[src/rtl/swar_playback_ctrl_if.sv]
// Swar memory bus: controller drives address and swar select, memory returns
// combinational sample data.
interface swar_playback_ctrl_if;
  logic [12:0] mem_addr;
  logic [2:0]  mem_sel;
  logic [7:0]  mem_data;

  modport master (output mem_addr, output mem_sel, input mem_data);
  modport slave  (input mem_addr, input mem_sel, output mem_data);
endinterface

[src/rtl/swar_playback_ctrl.sv]
// Live playback sequencer for the harmonica swar ROM. Define SWAR_LOOP_EN to loop
// a held note seamlessly; the default build plays each note once, then holds silence.
module swar_playback_ctrl #(
  parameter int CLK_HZ    = 50_000_000,
  parameter int SAMPLE_HZ = 8000,
  parameter int SAMPLES   = 8000
) (
  input  logic                        clk,
  input  logic                        rst_n,
  input  logic [6:0]                  key,
  swar_playback_ctrl_if.master        mem,
  output logic [7:0]                  sample_out,
  output logic                        sample_valid,
  output logic                        busy
);

  localparam int          DIV       = CLK_HZ / SAMPLE_HZ;
  localparam int          CNT_W     = (DIV > 2) ? $clog2(DIV) : 1;
  localparam logic [12:0] LAST_ADDR = 13'(SAMPLES - 1);
  localparam logic [7:0]  SILENCE   = 8'h80;
  localparam logic [2:0]  NO_SWAR   = 3'b111;

  typedef enum logic [1:0] {IDLE, PLAY, HOLD} state_t;

  state_t             state_q, state_d;
  logic [6:0]         key_meta_q, key_meta_d;
  logic [6:0]         ks_q, ks_d;
  logic [CNT_W-1:0]   count_q, count_d;
  logic [12:0]        mem_addr_q, mem_addr_d;
  logic [2:0]         mem_sel_q, mem_sel_d;
  logic [2:0]         note_q, note_d;
  logic [7:0]         sample_out_q, sample_out_d;
  logic               sample_valid_q, sample_valid_d;
  logic               busy_q, busy_d;

  logic [7:0]         ks_ext;
  logic               note_held;
  logic               tick;

  function automatic logic [2:0] lowest_set(input logic [6:0] v);
    lowest_set = 3'd0;
    for (int i = 6; i >= 0; i--) begin
      if (v[i]) lowest_set = 3'(i);
    end
  endfunction

  // note_q is kept after mem_sel is cleared so HOLD can still watch the key
  assign ks_ext    = {1'b0, ks_q};
  assign note_held = ks_ext[note_q];
  assign tick      = (state_q == PLAY) && (count_q == CNT_W'(DIV - 1));

  always_comb begin
    state_d        = state_q;
    key_meta_d     = key;
    ks_d           = key_meta_q;
    count_d        = '0;
    mem_addr_d     = mem_addr_q;
    mem_sel_d      = mem_sel_q;
    note_d         = note_q;
    sample_out_d   = sample_out_q;
    sample_valid_d = 1'b0;
    busy_d         = busy_q;

    if (state_q == PLAY) count_d = tick ? '0 : count_q + 1'b1;

    case (state_q)
      IDLE: begin
        if (ks_q != 7'd0) begin
          state_d    = PLAY;
          note_d     = lowest_set(ks_q);
          mem_sel_d  = lowest_set(ks_q);
          mem_addr_d = 13'd0;
          busy_d     = 1'b1;
        end
      end
      PLAY: begin
        if (tick) begin
          if (!note_held) begin
            state_d      = IDLE;
            sample_out_d = SILENCE;
            mem_sel_d    = NO_SWAR;
            mem_addr_d   = 13'd0;
            busy_d       = 1'b0;
          end else begin
            sample_out_d   = mem.mem_data;
            sample_valid_d = 1'b1;
            if (mem_addr_q < LAST_ADDR) begin
              mem_addr_d = mem_addr_q + 13'd1;
            end else begin
`ifdef SWAR_LOOP_EN
              mem_addr_d = 13'd0;
`else
              state_d    = HOLD;
`endif
            end
          end
        end
      end
      HOLD: begin
        sample_out_d = SILENCE;
        mem_sel_d    = NO_SWAR;
        if (!note_held) begin
          state_d    = IDLE;
          mem_addr_d = 13'd0;
          busy_d     = 1'b0;
        end
      end
      default: begin
        state_d      = IDLE;
        sample_out_d = SILENCE;
        mem_sel_d    = NO_SWAR;
        mem_addr_d   = 13'd0;
        busy_d       = 1'b0;
      end
    endcase
  end

  always_ff @(posedge clk or negedge rst_n) begin
    if (!rst_n) begin
      state_q        <= IDLE;
      key_meta_q     <= '0;
      ks_q           <= '0;
      count_q        <= '0;
      mem_addr_q     <= 13'd0;
      mem_sel_q      <= NO_SWAR;
      note_q         <= NO_SWAR;
      sample_out_q   <= SILENCE;
      sample_valid_q <= 1'b0;
      busy_q         <= 1'b0;
    end else begin
      state_q        <= state_d;
      key_meta_q     <= key_meta_d;
      ks_q           <= ks_d;
      count_q        <= count_d;
      mem_addr_q     <= mem_addr_d;
      mem_sel_q      <= mem_sel_d;
      note_q         <= note_d;
      sample_out_q   <= sample_out_d;
      sample_valid_q <= sample_valid_d;
      busy_q         <= busy_d;
    end
  end

  assign mem.mem_addr = mem_addr_q;
  assign mem.mem_sel  = mem_sel_q;
  assign sample_out   = sample_out_q;
  assign sample_valid = sample_valid_q;
  assign busy         = busy_q;

endmodule

[src/flat_wrapper.sv]
// flat-port wrapper written by rule: the top's interface ports become plain ports
module swar_playback_ctrl_flat 
#(
  parameter int CLK_HZ    = 50_000_000,
  parameter int SAMPLE_HZ = 8000,
  parameter int SAMPLES   = 8000
)
  (clk, rst_n, key, sample_out, sample_valid, busy, mem_mem_addr, mem_mem_sel, mem_mem_data);
  swar_playback_ctrl_if mem_i ();
  input  logic clk;
  input  logic rst_n;
  input  logic [6:0] key;
  output logic [7:0] sample_out;
  output logic sample_valid;
  output logic busy;
  output wire logic [$bits(mem_i.mem_addr)-1:0] mem_mem_addr;
  output wire logic [$bits(mem_i.mem_sel)-1:0] mem_mem_sel;
  input wire logic [$bits(mem_i.mem_data)-1:0] mem_mem_data;
  assign mem_mem_addr = mem_i.mem_addr;
  assign mem_mem_sel = mem_i.mem_sel;
  assign mem_i.mem_data = mem_mem_data;
  swar_playback_ctrl #(.CLK_HZ(CLK_HZ), .SAMPLE_HZ(SAMPLE_HZ), .SAMPLES(SAMPLES)) u_core (.clk(clk), .rst_n(rst_n), .key(key), .mem(mem_i), .sample_out(sample_out), .sample_valid(sample_valid), .busy(busy));
endmodule
[config.mk]
export PLATFORM = sky130hd
export DESIGN_NAME = swar_playback_ctrl_flat
export DESIGN_NICKNAME = d
export VERILOG_FILES = /design/src/rtl/swar_playback_ctrl_if.sv /design/src/rtl/swar_playback_ctrl.sv /design/src/flat_wrapper.sv
export SDC_FILE = /design/constraint.sdc
export NUM_CORES = 1
export LEC_CHECK = 0
export CAP_MARGIN = 20
export CORE_MARGIN = 8
export CORE_UTILIZATION = 48
export CTS_CLUSTER_DIAMETER = 120
export DETAILED_ROUTE_END_ITERATION = 12
export GPL_ROUTABILITY_DRIVEN = 0
export GPL_TIMING_DRIVEN = 0
export PLACE_DENSITY = 0.74
export SLEW_MARGIN = 20
export SYNTH_ARGS = -nofsm -noshare
export SYNTH_HDL_FRONTEND = slang
export SYNTH_SLANG_ARGS = --single-unit
export TNS_END_PERCENT = 5
[constraint.sdc]
create_clock -name clk -period 1.9 [get_ports clk]
set_input_delay 0.57 -clock clk [delete_from_list [all_inputs] [get_ports clk]]
set_output_delay 0.57 -clock clk [all_outputs]
set_load 0.005 [all_outputs]
==> After elaboration in Yosys (flattened, before gate mapping) <==
Cells that the tools add are included.
{ "totals": {"register_bits": 58, "inputBits": 17, "out_inout_bits": 26, "word_cells": 70} }
{ "op_classes": {"addsub": 2, "n_lt_le_gt_ge": 2, "n_eq_ne": 9, "mux": 37, "bitwise_logic": 1, "reduce_logical": 9} }
{ "op_table": {"columns": ["op", "count"], "rows": [
  ["$mux 13", 7],
  ["$pmux 13 s3", 1],
  ["$mux 3", 10],
  ["$add 13x1->13 const B", 2],
  ["$mux 8", 2],
  ["$pmux 8 s2", 1],
  ["$eq 13x13->1 const B", 1],
  ["$lt 13x13->1 const B", 1],
  ["$mux 2", 5],
  ["$reduce_and 4->1", 2],
  ["$mux 1", 7],
  ["$reduce_bool 7->1", 1],
  ["$ne 3x3->1 const B", 2],
  ["$pmux 2 s3", 1],
  ["$pmux 3 s2", 1],
  ["$reduce_and 2->1", 3],
  ["$lt 3x4->1 const B", 1],
  ["$ne 2x1->1 const B", 2],
  ["$ne 2x2->1 const B", 2],
  ["$bmux 1 s3", 1],
  ["$pmux 1 s3", 1],
  ["$reduce_and 3->1", 1],
  ["$eq 2x1->1 const B", 1],
  ["$eq 2x2->1 const B", 1],
  ["other kinds (3)", 3]
]} }

==> Logic depth before layout (Yosys ltp) <==
Gate-level depths: netlist of the first run.
{ "logic_depth": {"word_depth": 9, "ltp_mapped": 9, "depth_no_buf": 8} }

==> Worst setup path before layout of the first run <==
OpenSTA, ideal clock, no wires.
{ "synth_path": {"path_kind": "register to register", "from": "register u_core.count_q[9]", "to": "register u_core.mem_addr_q[0] (netlist: u_core.mem.mem_addr[0])", "setup_time_ns": 0.125, "arrival_time_ns": 1.998, "required_time_ns": 1.775, "path_slack_ns": -0.223, "stages_incl_launch_ff": 7, "n_path_buf": 1, "synth_period_minus_slack_ns": 2.123, "path_cell_list": "dfrtp_1 or4b_4 o31ai_4 nand2_4 buf_4 o21bai_4 mux2_2"} }
{ "synth_via": {"elab_chain_len": 4} }
{ "synth_rtl": {"columns": ["element", "line_no", "rtl"], "rows": [
  ["from (decl)", "swar_playback_ctrl.sv:28", "logic [CNT_W-1:0] count_q, count_d;"],
  ["from (signal assigned)", "swar_playback_ctrl.sv:134", "count_q <= count_d;"],
  ["$eq 13x13->1", "swar_playback_ctrl.sv:50", "assign tick = (state_q == PLAY) && (count_q == CNT_W'(DIV - 1));"],
  ["$logic_and 1x1->1", "swar_playback_ctrl.sv:50", null],
  ["$ne 2x1->1 (no line)", null, null],
  ["$reduce_and 4->1 (no line)", null, null],
  ["to (signal assigned)", "swar_playback_ctrl.sv:135", "mem_addr_q <= mem_addr_d;"],
  ["to (decl)", "swar_playback_ctrl.sv:29", "logic [12:0] mem_addr_q, mem_addr_d;"]
]} }
Every way passes these cells.
A chain may end at the register's enable or synchronous reset.

==> Worst setup path in the final report of the first run <==
{ "layout_path": {"from": "register u_core.note_q[0]", "to": "register u_core.mem_addr_q[0] (netlist: u_core.mem.mem_addr[0])"} }
{ "layout_via": {"elab_chain_len": 5, "word_cells_on_any_way": 8, "cone_classes": "eq/ne: 2; mux: 5; reduce/logical: 1"} }
{ "layout_rtl": {"columns": ["element", "line_no", "rtl"], "rows": [
  ["from (decl)", "swar_playback_ctrl.sv:31", "logic [2:0] note_q, note_d;"],
  ["from (signal assigned)", "swar_playback_ctrl.sv:137", "note_q <= note_d;"],
  ["$bmux 1 s3 (*)", "swar_playback_ctrl.sv:49", "assign note_held = ks_ext[note_q];"],
  ["$mux 1 (implied by the code) (*)", "swar_playback_ctrl.sv:49", null],
  ["$mux 13", "swar_playback_ctrl.sv:78", "if (!note_held) begin"],
  ["$mux 13", "swar_playback_ctrl.sv:77", "if (tick) begin"],
  ["$pmux 13 s3", "swar_playback_ctrl.sv:66", "case (state_q)"]
]} }
Every way passes the cells marked *; elsewhere a longest branch is shown, timed or not. The select of a mux whose other input is x is not followed.

==> flow_summary.json, run 1 <==
{
  "finalSetupViolCount": 26,
  "crit_type": "reg -> reg",
  "grt_max_degree": 59,
  "slew_headroom_pct": 53.5,
  "first_global_vias": 2130,
  "ant_nets": 0,
  "synth_cells": 249,
  "syn_area_um2": 2680,
  "crit_fanout": 7,
  "groute.usage.overall_pct": 15.0,
  "irDropWorstVdd_mv": 0.791,
  "maxCapViolCount": 0,
  "synthAdderAreaFrac_pct": 3.27,
  "pwr-share-comb_pct": 38.2,
  "cts_sinks": 58,
  "grt_pass1_wl_um": 9930,
  "clkTransAtPathRegs_ps": 70,
  "drive_above_1_share_pct": 22.3,
  "synth-seq-cells": 58,
  "io_buffers": 42,
  "drc": 0,
  "synth_compound_area_share_pct": 13.9,
  "fp-row-count": 27,
  "die_h_um": 90.7,
  "p_leak_nw": 1.59,
  "grt-ovfl-total": 0,
  "dr_total_vias": 2126,
  "fin_util_pct": 66.9,
  "drt_pre_antenna_iters": 4,
  "finalWorstSetupSlack_ps": -253,
  "synth_mux_area_share_pct": 3.22,
  "cp_data_required_time_ps": 2120,
  "synth_area_leaders": "dfrtp_1 48%, dfstp_2 6.9%, nor2_1 3.9%",
  "max-clock-path-buffers": 2,
  "place_hpwl_um": 3880,
  "coreArea_um2": 5440,
  "register_area_um2": 1470,
  "synthArstFlopShare_pct": 100,
  "clock_latency_ps": 340,
  "wirelength_um": 5910,
  "synth_edf_count": 0,
  "htree_levels": 3,
  "avgSynthCellArea_um2": 10.8,
  "hold-worst-slack_ps": 278,
  "final_nets": 342,
  "synth.top_cell.area_share_pct": 47.6,
  "cp.arrival_ps": 2370,
  "yosysTopAreaCell": "dfrtp_1",
  "p_total_mw": 4.92,
  "dieWidth_um": 90.7,
  "cts_buffers": 9,
  "synth_nets": 273,
  "cellPowerDensity_nw_per_um2": 1350,
  "seqPwrFrac_pct": 34.7,
  "crit_top_cell": "buf_4",
  "multi_input_area_um2": 1230,
  "cts_tree": "built",
  "synth_cell_types": 50,
  "fmax_mhz": 464,
  "fin_worst_skew_ps": 11.4,
  "rsz0062_at_grt": "true",
  "drt-vias-per-instance": 5.38,
  "outcome": "finished with violations",
  "yosys.area_share.simple_pct": 19.2,
  "swShare_pct": 31.9,
  "synth_top_family_by_area": "simple AND/OR/NAND/NOR gates",
  "end_kind": "register",
  "yosysWarnings": 0,
  "period_needed_ps": 2150,
  "p_sw_mw": 1.57,
  "worst_pin_slew_ps": 698,
  "wl_per_cell_um": 15.0,
  "pin_count": 43,
  "synth_most_common_cell": "dfrtp_1",
  "start_kind": "register",
  "hold_path.class": "in -> async",
  "synthFlopType": "dfrtp_1",
  "violations": "setup timing",
  "n_antenna_cell": 0,
  "drt_iter0_markers": 82,
  "hold_violations": 0,
  "ys_top_cells_by_count": "51 x dfrtp_1, 28 x nor2_1, 18 x nand3_1, 15 x a21oi_1, 15 x nand2_1",
  "ys_seq_area_share_pct": 54.5,
  "crit_start": "u_core.note_q[0]$_DFFE_PN1P_",
  "grt_antenna_before_repair": 0,
  "dieArea_um2": 8230,
  "n_fill_cell": 413,
  "cell_internal_pwr_mw": 3.35,
  "clockPowerShare_pct": 27.0,
  "crit_slowest_cell": "dfstp_2",
  "cp_cell_sequence": "mux4_2 > buf_4 > o21ai_4 > buf_4 > o21bai_4 > mux2_4",
  "period_share_pct": 113,
  "initial_utilization_pct": 49.3,
  "cts-root-buf": "clkbuf_8",
  "r2r-start": "u_core.note_q[0]$_DFFE_PN1P_",
  "finalSetupTns_ps": -2840,
  "slew_violations": 0,
  "area_delta_synth_final_pct": 35.8,
  "synthXorXnorAreaFrac_pct": 3.27,
  "place_ws_ps": -494,
  "cpPeakStageDelay_ps": 560
}
==> power groups by stage <==
stage | Sequential, mW | Clock, mW | Combinational (mW)
2_1_floorplan | 1.69 | 0 | 0.878
3_3_place_gp | 1.71 | 0 | 1.43
3_5_place_dp | 1.72 | 0 | 1.45
4_1_cts | 1.71 | 1.35 | 1.69
5_1_grt | 1.74 | 1.41 | 2.05
6_report | 1.71 | 1.33 | 1.88
==> logic make-up after synthesis <==
| family | after synthesis |
|---|---|
| XOR/XNOR | 10 |
| flip-flops | 58 |
| multiplexers | 7 |
| AO/OA/AOI/OAI | 54 |
| AND/OR/NAND/NOR | 97 |
| buffers and inverters | 16 |
| adder cells (fa/ha/maj) | 7 |
==> per-stage QoR <==
step	instance area, um^2	std cells
after floorplan	2680	249
after global placement	3190	363
after detailed placement	3190	363
after CTS	3560	390
after global routing	3640	395
final	3640	395
==> layout by cell type (no fill, tap or decap), types with 8 or more instances in the layout <==
cell and count:
inv_1 10, dfrtp_1 47, nor2_1 26, a21oi_1 13, nand2_1 15, a22o_1 8, buf_4 17, nand3_1 18
clkbuf_8 12, clkdlybuf4s50_1 33
==> area by class of cell <==
cell class | count | area share [%]
Buffer | 5 | 1.17
Clock buffer | 14 | 4.74
Inverter | 11 | 1.13
Timing Repair Buffer | 58 | 14.9
Clock inverter | 2 | 1.65
Multi-Input combinational cell | 175 | 33.7
Tap cell | 72 | 2.47
Sequential cell | 58 | 40.2
==> registers in the layout, summed over array words and instances (netlist names), 2 cells and up <==
register,cells
u_core.note_q,3
u_core.key_meta_q,7
u_core.count_q,13
u_core.mem.mem_sel,3
u_core.mem.mem_addr,13
u_core.state_q,2
u_core.sample_out,8
u_core.ks_q,7
==> critical path: cells and delay by family (launching register included) <==
| kind | cells | cell delay (ps) |
|---|---|---|
| buffers and inverters | 2 | 330 |
| AO/OA/AOI/OAI | 2 | 350 |
| flip-flops | 1 | 560 |
| multiplexers | 2 | 790 |
==> routing by layer <==
layer	part of all wire [%]	vias to the layer above	wire, um	track usage (%)
met3	5.2	15	306	5.24
met2	48	53	2860	24.1
li1	-	1032	-	-
met5	0	-	0	0
met1	44	1026	2590	17.3
met4	2.5	0	148	7.49
==> what timing repair did <==
action / CTS / global route
endpoints found under the hold margin: 0 / 0
buffers inserted: 11 / 5
pin swaps: 13 / 6
resized for setup: 27 / 15
setup endpoints to repair: 46 / 44
hold buffers: 0 / 0
==> worst paths after layout <==
| kind | endpoint | slack [ps] | depth (start not counted) |
|---|---|---|---|
| hold / removal | u_core.mem.mem_addr[6]$_DFFE_PN0P_ | 280 | 1 |
| setup / recovery | u_core.mem.mem_addr[0]$_DFFE_PN0P_ | -250 | 6 |
| min in group clk | u_core.ks_q[3]$_DFF_PN0_ | 350 | 0 |
| setup reg to reg | u_core.mem.mem_addr[0]$_DFFE_PN0P_ | -250 | 6 |
| max in group asynchronous | u_core.mem.mem_addr[4]$_DFFE_PN0P_ | 1130 | 1 |
| hold reg to reg | u_core.ks_q[3]$_DFF_PN0_ | 350 | 0 |
No activity file was read; power rests on OpenSTA's default activity.
==> run 2: changes to the inputs <==
RECOVER_POWER = 100   (was not set)
==> flow_summary.json, run 2 (synthesis results as in run 1) <==
{
  "fmax_mhz": 465,
  "hold_violations": 0,
  "clkTransAtPathRegs_ps": 60,
  "period_share_pct": 113,
  "violations": "setup timing",
  "rsz0062_at_grt": "true",
  "cellPowerDensity_nw_per_um2": 1350,
  "worst_pin_slew_ps": 1390,
  "final_common_cell": "dfrtp_1",
  "slew_headroom_pct": 7.58,
  "hold_path.class": "reg -> reg",
  "dieWidth_um": 90.7,
  "fp-row-count": 27,
  "dieArea_um2": 8230,
  "maxCapViolCount": 0,
  "n_antenna_cell": 0,
  "pin_count": 43,
  "place_ws_ps": -494,
  "groute.usage.overall_pct": 15.0,
  "finalSetupViolCount": 26,
  "drt_iter0_markers": 100,
  "grt-ovfl-total": 0,
  "finalSetupTns_ps": -2740,
  "clock_latency_ps": 340,
  "io_buffers": 42,
  "place_hpwl_um": 3880,
  "n_fill_cell": 416,
  "drive_above_1_share_pct": 22.3,
  "p_leak_nw": 1.51,
  "start_kind": "register",
  "crit_slowest_cell": "dfstp_2",
  "grt_max_degree": 59,
  "dr_total_vias": 2124,
  "outcome": "finished with violations",
  "cts_buffers": 9,
  "drt_pre_antenna_iters": 4,
  "rr_endpoint": "u_core.mem.mem_addr[0]$_DFFE_PN0P_",
  "end_kind": "register",
  "cts_tree": "built",
  "drt-vias-per-instance": 5.38,
  "ant_nets": 0,
  "crit_top_cell": "buf_4",
  "place_area_um2": 3190,
  "finalWorstSetupSlack_ps": -248,
  "r2r-start": "u_core.note_q[0]$_DFFE_PN1P_",
  "cp.arrival_ps": 2370,
  "grt_antenna_before_repair": 0,
  "crit_fanout": 7,
  "path_buf_inv": 2,
  "cp_data_required_time_ps": 2120,
  "period_needed_ps": 2150,
  "cts_sinks": 58,
  "rr_worst_depth": 6,
  "crit_family": "multiplexers",
  "final_cell_mix": "47 x dfrtp_1, 26 x nor2_1, 26 x clkdlybuf4s50_1, 18 x nand3_1, 16 x buf_4",
  "wirelength_um": 5890,
  "reg2reg_slack_ps": -250,
  "die_h_um": 90.7,
  "coreArea_um2": 5440,
  "p_total_mw": 4.91,
  "area_delta_synth_final_pct": 35.3,
  "holdCritStartpoint": "u_core.key_meta_q[3]$_DFF_PN0_",
  "first_global_vias": 2130,
  "irDropWorstVdd_mv": 0.789,
  "final_nets": 342,
  "drc": 0,
  "initial_utilization_pct": 49.3,
  "crit_type": "reg -> reg",
  "cts-root-buf": "clkbuf_8",
  "cp_cell_sequence": "mux4_2 > buf_4 > o21ai_4 > buf_4 > o21bai_4 > mux2_4",
  "hold_end": "u_core.ks_q[3]$_DFF_PN0_",
  "whs_path_depth": 0,
  "wl_per_cell_um": 14.9,
  "stdcell_area_um2": 3630,
  "cpPeakStageDelay_ps": 560,
  "max-clock-path-buffers": 2,
  "grt_pass1_wl_um": 9930,
  "htree_levels": 3,
  "fin_worst_skew_ps": 12.2,
  "slew_violations": 0
}
[run 2: repair_timing]
item,in CTS,in global routing
resized for setup,27,15
setup endpoints to repair,46,44
setup buffers,11,5
hold endpoints to repair,0,0
hold buffers,0,0
pin swaps,13,6
[run 2: through the flow]
step	hold WS, ps	util, %	instances
global route	359	66.7	395
floorplan	274	-	249
CTS	294	65.5	390
global placement	332	58.7	363
finish	348	66.7	395
detailed placement	335	58.6	363
[run 2: worst max-delay path by stage]
stage | cells past startpoint | slack, ps | start | end
after global routing | 6 | -300 | u_core.note_q[0]$_DFFE_PN1P_ | u_core.mem.mem_addr[0]$_DFFE_PN0P_
final | 6 | -250 | u_core.note_q[0]$_DFFE_PN1P_ | u_core.mem.mem_addr[0]$_DFFE_PN0P_
after CTS | 6 | -210 | u_core.count_q[8]$_DFF_PN0_ | u_core.mem.mem_addr[0]$_DFFE_PN0P_
after detailed placement | 5 | -490 | u_core.note_q[0]$_DFFE_PN1P_ | u_core.sample_out[1]$_DFFE_PN0P_
after floorplan | 6 | -220 | u_core.count_q[9]$_DFF_PN0_ | u_core.mem.mem_addr[0]$_DFFE_PN0P_
after global placement | 1 | -1480 | rst_n | u_core.count_q[3]$_DFF_PN0_
[run 2: cell type report]
class,count,area (um^2),share of cell area (%)
Sequential cell,58,1470,40.4
Multi-Input combinational cell,175,1230,33.8
Timing Repair Buffer,58,531,14.6
Clock buffer,14,173,4.76
Tap cell,72,90.1,2.48
Clock inverter,2,60.1,1.66
Buffer,5,42.5,1.17
Inverter,11,41.3,1.14
[run 2: metal layers]
layer	global-route usage, %	routed length, um	vias to the layer above
li1	-	-	1031
met1	17.3	2570	1021
met2	24.1	2850	55
met3	5.24	307	17
met4	7.49	159	0
met5	0	0	-
[run 2: power breakdown]
group | total, mW | switching [mW] | internal, mW
sequential | 1.71 | 0.190 | 1.52
combinational | 1.87 | 0.891 | 0.980
clock | 1.33 | 0.483 | 0.848
[run 2: worst reg2reg max path: stages (launching register included)]
cell and delay [ps]:
dfstp_2 560, mux4_2 510, buf_4 160, o21ai_4 240, buf_4 170, o21bai_4 110
mux2_4 280
